**config.mk**
```make
export PLATFORM = sky130hd
export DESIGN_NAME = ps2_key_tx
export DESIGN_NICKNAME = d
export VERILOG_FILES = /design/src/rtl/ps2_pkg.sv /design/src/rtl/ps2_frame_ser.sv /design/src/rtl/ps2_key_tx.sv
export SDC_FILE = /design/constraint.sdc
export NUM_CORES = 1
export LEC_CHECK = 0
export CELL_PAD_IN_SITES_DETAIL_PLACEMENT = 1
export CELL_PAD_IN_SITES_GLOBAL_PLACEMENT = 2
export CORE_MARGIN = 3
export CORE_UTILIZATION = 32
export CTS_CLUSTER_SIZE = 24
export DETAILED_ROUTE_END_ITERATION = 8
export DONT_BUFFER_PORTS = 1
export HOLD_SLACK_MARGIN = 0.02
export PLACE_DENSITY = 0.59
export REMOVE_ABC_BUFFERS = 1
export SLEW_MARGIN = 20
export SYNTH_ARGS = -nofsm -noshare
export SYNTH_HDL_FRONTEND = slang
export SYNTH_SLANG_ARGS = --single-unit
export TNS_END_PERCENT = 10
```
**constraint.sdc**
```tcl
create_clock -name clk -period 2.43 [get_ports clk]
set_clock_uncertainty 0.05 [all_clocks]
set_input_delay 0.6075 -clock clk [delete_from_list [all_inputs] [get_ports clk]]
set_output_delay 0.6075 -clock clk [all_outputs]
set_load 0.005 [all_outputs]
```
**src/rtl/ps2_pkg.sv**
```systemverilog
//------------------------------------------------------------------------------
// Module   : ps2_pkg
// Purpose  : Shared PS/2 transmit constants, FSM state encoding and the
//            odd-parity helper used by the key transmitter and its serializer.
// Revision : 1.0  initial release
//------------------------------------------------------------------------------
`default_nettype none

package ps2_pkg;

  // Prefix byte sent ahead of the scan code on a key release
  localparam logic [7:0] PS2_BREAK_PREFIX = 8'hF0;

  // start + 8 data + parity + stop
  localparam int PS2_FRAME_BITS = 11;

  // Transmitter sequencing states
  localparam logic [2:0] ST_IDLE   = 3'd0;
  localparam logic [2:0] ST_PREFIX = 3'd1;
  localparam logic [2:0] ST_GAP1   = 3'd2;
  localparam logic [2:0] ST_SEND   = 3'd3;
  localparam logic [2:0] ST_GAP2   = 3'd4;

  // PS/2 parity bit: makes the count of ones over data+parity odd
  function automatic logic odd_parity(input logic [7:0] data);
    return ~^data;
  endfunction

endpackage

`default_nettype wire

```
**src/rtl/ps2_frame_ser.sv**
```systemverilog
//------------------------------------------------------------------------------
// Module   : ps2_frame_ser
// Purpose  : Serializes one byte as an 11-bit PS/2 device frame. Each bit is
//            2*CLK_DIV cycles: data changes with ps2_clk high, ps2_clk falls
//            halfway through. byte_done marks the edge ending the stop bit.
// Revision : 1.0  initial release
//------------------------------------------------------------------------------
`default_nettype none

module ps2_frame_ser
  import ps2_pkg::*;
#(
  parameter int CLK_DIV = 50
) (
  input  logic       clk,
  input  logic       rst,
  input  logic       start,
  input  logic [7:0] din,
  output logic       ps2_clk,
  output logic       ps2_data,
  output logic       byte_done
);

  localparam int           DW       = (CLK_DIV > 1) ? $clog2(CLK_DIV) : 1;
  localparam logic [DW-1:0] DIV_LAST = DW'(CLK_DIV - 1);
  localparam logic [3:0]   LAST_BIT = 4'(PS2_FRAME_BITS - 1);

  logic          r_active;
  logic          r_low;      // 0: high half of the bit, 1: low half
  logic [DW-1:0] r_div;
  logic [3:0]    r_bit;
  logic [10:0]   r_frame;    // r_frame[0] is the bit currently on ps2_data

  logic w_half_end;

  assign w_half_end = (r_div == DIV_LAST);
  // Combinational so the sequencer can react on the very edge the frame ends
  assign byte_done  = r_active && r_low && w_half_end && (r_bit == LAST_BIT);

  // Bit/half-period sequencing and registered line drivers
  always_ff @(posedge clk or posedge rst) begin
    if (rst) begin
      r_active <= 1'b0;
      r_low    <= 1'b0;
      r_div    <= '0;
      r_bit    <= '0;
      r_frame  <= '1;
      ps2_clk  <= 1'b1;
      ps2_data <= 1'b1;
    end else if (start) begin
      r_active <= 1'b1;
      r_low    <= 1'b0;
      r_div    <= '0;
      r_bit    <= '0;
      r_frame  <= {1'b1, odd_parity(din), din, 1'b0};
      ps2_clk  <= 1'b1;
      ps2_data <= 1'b0;
    end else if (r_active) begin
      if (!w_half_end) begin
        r_div <= r_div + 1'b1;
      end else begin
        r_div <= '0;
        if (!r_low) begin
          r_low   <= 1'b1;
          ps2_clk <= 1'b0;
        end else begin
          r_low   <= 1'b0;
          ps2_clk <= 1'b1;
          if (r_bit == LAST_BIT) begin
            r_active <= 1'b0;
            ps2_data <= 1'b1;
          end else begin
            r_bit    <= r_bit + 1'b1;
            r_frame  <= {1'b1, r_frame[10:1]};
            ps2_data <= r_frame[1];
          end
        end
      end
    end
  end

endmodule

`default_nettype wire

```
**src/rtl/ps2_key_tx.sv**
```systemverilog
//------------------------------------------------------------------------------
// Module   : ps2_key_tx
// Purpose  : Device-side PS/2 keyboard emulator. Accepts code/brk over a
//            valid/ready handshake and sends either the code alone (make) or
//            F0 followed by the code (break), each byte followed by an idle gap.
// Revision : 1.0  initial release
//------------------------------------------------------------------------------
`default_nettype none

module ps2_key_tx
  import ps2_pkg::*;
#(
  parameter int CLK_DIV = 50,
  parameter int GAP_CYC = 200
) (
  input  logic       clk,
  input  logic       rst,
  input  logic       valid,
  input  logic [7:0] code,
  input  logic       brk,
  output logic       ready,
  output logic       busy,
  output logic       done,
  output logic       ps2_clk,
  output logic       ps2_data
);

  localparam int            GW       = (GAP_CYC > 1) ? $clog2(GAP_CYC) : 1;
  localparam logic [GW-1:0] GAP_LAST = GW'(GAP_CYC - 1);

  logic [2:0]    r_state;
  logic [GW-1:0] r_gap;
  logic [7:0]    r_code;

  logic       w_accept;
  logic       w_gap_end;
  logic       w_ser_start;
  logic [7:0] w_ser_byte;
  logic       w_byte_done;

  assign w_accept    = valid && ready && (r_state == ST_IDLE);
  assign w_gap_end   = (r_gap == GAP_LAST);
  // The serializer starts on the accept edge so the start bit appears in the
  // very next cycle; the second byte of a break starts as GAP1 expires.
  assign w_ser_start = w_accept || ((r_state == ST_GAP1) && w_gap_end);
  assign w_ser_byte  = (r_state == ST_IDLE) ? (brk ? PS2_BREAK_PREFIX : code) : r_code;

  ps2_frame_ser #(
    .CLK_DIV (CLK_DIV)
  ) u_ser (
    .clk       (clk),
    .rst       (rst),
    .start     (w_ser_start),
    .din       (w_ser_byte),
    .ps2_clk   (ps2_clk),
    .ps2_data  (ps2_data),
    .byte_done (w_byte_done)
  );

  // Handshake, prefix/gap sequencing and the done pulse
  always_ff @(posedge clk or posedge rst) begin
    if (rst) begin
      r_state <= ST_IDLE;
      r_gap   <= '0;
      r_code  <= '0;
      ready   <= 1'b1;
      busy    <= 1'b0;
      done    <= 1'b0;
    end else begin
      done <= 1'b0;
      case (r_state)
        ST_IDLE: begin
          if (w_accept) begin
            r_code  <= code;
            ready   <= 1'b0;
            busy    <= 1'b1;
            r_state <= brk ? ST_PREFIX : ST_SEND;
          end
        end
        ST_PREFIX: begin
          if (w_byte_done) begin
            r_gap   <= '0;
            r_state <= ST_GAP1;
          end
        end
        ST_GAP1: begin
          if (w_gap_end) begin
            r_gap   <= '0;
            r_state <= ST_SEND;
          end else begin
            r_gap <= r_gap + 1'b1;
          end
        end
        ST_SEND: begin
          if (w_byte_done) begin
            r_gap   <= '0;
            r_state <= ST_GAP2;
          end
        end
        ST_GAP2: begin
          if (w_gap_end) begin
            r_gap   <= '0;
            ready   <= 1'b1;
            busy    <= 1'b0;
            done    <= 1'b1;
            r_state <= ST_IDLE;
          end else begin
            r_gap <= r_gap + 1'b1;
          end
        end
        default: begin
          r_gap   <= '0;
          ready   <= 1'b1;
          busy    <= 1'b0;
          r_state <= ST_IDLE;
        end
      endcase
    end
  end

endmodule

`default_nettype wire

```
==> metrics.txt <==
status finished clean; DP Wirelength 4033 um; PortBufs 0; layout cells sized above 1 0.2008; clock sinks 45; CP Cell Sequence ha_1, and4b_1, and3_1, a21oi_2, nor3_4, buf_4, mux2i_1; clk buf depth 2; final setup fails 0; htree depth 2; r2r setup slk 0.34 ns; Area Growth Syn to Fin 7.905%; kind of critical path reg -> reg; Max Clk Rate 478.7 MHz; CP required 2.60 ns; CTS-repair resized insts 0; Die Ht 95.79 um; Clock Pin Slew Worst Setup and Hold Paths 0.09 ns; Die W 95.79 um; CP bufs+invs 1; Post-CTS Setup Inserts 0; WP data arrival 2.26 ns; Crit path depth 7; post-synth cell types 47; Switching Power 295.1 uW; met1 Track Usage GR 0.1925; Pre-antenna DRT Iters 4; synthesized area per cell 10.32 um2; synth cell count leaders dfrtp_1, nor2_1, nand2_1, mux2i_1, xnor2_1; static leakage 0.001138 uW; Ports 17; via count 1,787; CP startpoint r_gap[0]; Mapped Cells 250; combinational fraction of design power 0.039; reg-to-reg startpoint r_gap[0]; Reg-to-Reg End u_ser.r_frame[4]; Fill cells 888; GPL Wtd Cong 0.6987; synth warn 0; Via-to-Cell Ratio 5.020; unrepaired setup endpoints after global routing false; Sw Share 0.2335; final net count 270; most frequent cell after synthesis dfrtp_1; slowest CP cell dfrtp_1; Least-Margin Pin Slew 0.8053 ns; Antenna Nets Post-Route 0; grt peak-use layer met2; number of global-route vias before repair 1,942; Initial Utilization 0.3322; CP Capture Type flop; Async S/R FF share, synth 1.000; PwrDens 454.0 nW/um2; Yosys top cell area share 0.3201; Largest stage delay, worst path 0.44 ns; GRT Residual Overflow 0; first-pass GRT wire length 9811 um; final hold violations 0; Worst path top cell family by delay simple AND/OR/NAND/NOR gates; hold_buf cts 0; area of the multi-input gates 1346 um2; CTS Buf Count 5; placed cells 348; Antenna diodes 0; peak fanout along the critical path 13; Worst setup SP type flop; Die Area 9176 um2; largest net degree at the start of global routing 19; Synth Flop Type dfrtp_1; worst hold-check path type in -> async; Int Pwr 968.7 uW; drt total wl 5629 um; cells on worst reg2reg path 7; Post-Place Worst Slack 0.3426 ns; core footprint 7767 um2; met2 usage in global routing 0.2131; final worst slack 0.3410 ns; final worst-path cycle share 0.8597; GRT met3 Usage 0.03127; initial DRC count 53; EDFF count, synth 0; # Max-Cap Violations 0; CTS tree done; cell taking the most area after synthesis dfrtp_1; row count 32; # DRC 0; number of synthesized register bits 45; Rel. slew slack 0.4620; routed len/inst 15.81 um; worst vdd rail ir drop 0.2824 mV; Finished Layout Cells 356; Clock Power Share 0.368; Worst-Skew Late Latency 0.29 ns; Mapped Area 2580 um2; Seq pwr share 0.593; Slew Viols, Final 0; min cycle time layout 2.089 ns; Synth area leaders dfrtp_1, dfstp_2, mux2i_1; all-layer global routing usage 0.1378; register area 1141 um2; setup TNS 0 ns; crit path capture u_ser.r_frame[4]; Seq/Total Area, Yosys 0.4423; initial antenna violation count 0; clk root buf clkbuf_8
-- state kept, by name, indices dropped and copies added (netlist names) --
name            count
done                1
busy                1
u_ser.r_div         6
u_ser.r_bit         4
r_gap               8
ready               1
u_ser.r_active      1
u_ser.r_low         1
u_ser.r_frame       9
r_code              8
u_ser.ps2_data      1
u_ser.ps2_clk       1
r_state             3
-- kinds of logic after synthesis --
| family | count (synthesis) | synth area share |
|---|---|---|
| multiplexers | 26 | 0.1067 |
| XOR/XNOR | 23 | 0.07808 |
| AO/OA/AOI/OAI | 41 | 0.09991 |
| buffers and inverters | 17 | 0.03588 |
| adder cells (fa/ha/maj) | 6 | 0.02813 |
| flip-flops | 45 | 0.4423 |
| AND/OR/NAND/NOR | 92 | 0.2090 |
-- power groups by stage --
stage	combinational, uW	sequential [uW]	clock (uW)
2_1_floorplan	37.4	763	0
3_3_place_gp	51.2	763	0
3_5_place_dp	51.6	763	0
4_1_cts	51.6	749	495
5_1_grt	56.8	750	527
6_report	49.4	749	465
-- how the worst min path moves through the flow --
| stage | from | endpoint | slack (ns) | depth (start not counted) |
|---|---|---|---|---|
| 2_1_floorplan | busy | busy | 0.42 | 1 |
| 3_3_place_gp | rst | u_ser.r_div[0] | 0.40 | 1 |
| 3_5_place_dp | rst | u_ser.r_div[0] | 0.41 | 1 |
| 4_1_cts | rst | u_ser.r_div[0] | 0.08 | 1 |
| 5_1_grt | rst | u_ser.r_bit[1] | 0.08 | 1 |
| 6_report | rst | u_ser.r_div[0] | 0.08 | 1 |
-- final cells by class --
type,count,area share
Clock buffer,5,0.02472
Inverter,4,0.005393
Tap cell,102,0.04584
Multi-Input combinational cell,188,0.4836
Timing Repair Buffer,9,0.02427
Clock inverter,3,0.006292
Sequential cell,45,0.4099
-- placed cells by master, fill, tap and decap left out, drive strengths merged, types with 3 or more instances in the layout --
master and n:
dfrtp 33, nor2 24, nand2 21, mux2i 17
xnor2 15, a21oi 13, o21ai 12, dfstp 12
buf 9, mux2 9, xor2 8, or3 6
nor3 6, nand2b 5, nand4 5, nand3 5
nor3b 5, ha 5, clkbuf 5, a211oi 4
inv 4, nor2b 3, a21o 3, or2 3
-- stage by stage --
step / hold WS [ns] / power, uW / area [um2] / utilization
after detailed placement: 0.4100 / 814.8 / 2698 / 0.3473
after global placement: 0.4027 / 814.5 / 2698 / 0.3473
after floorplan: 0.4240 / 800.7 / 2502 / -
after CTS: 0.07551 / 1296 / 2784 / 0.3584
after global routing: 0.08055 / 1333 / 2784 / 0.3584
final: 0.07590 / 1264 / 2784 / 0.3584
-- per-layer routing --
| layer | routed length, um | vias to the layer above |
|---|---|---|
| met5 | 0 | - |
| met4 | 37 | 0 |
| met3 | 151 | 2 |
| met2 | 2581 | 15 |
| met1 | 2859 | 883 |
| li1 | - | 887 |
Note: power is estimated with default switching activity, not from simulation.
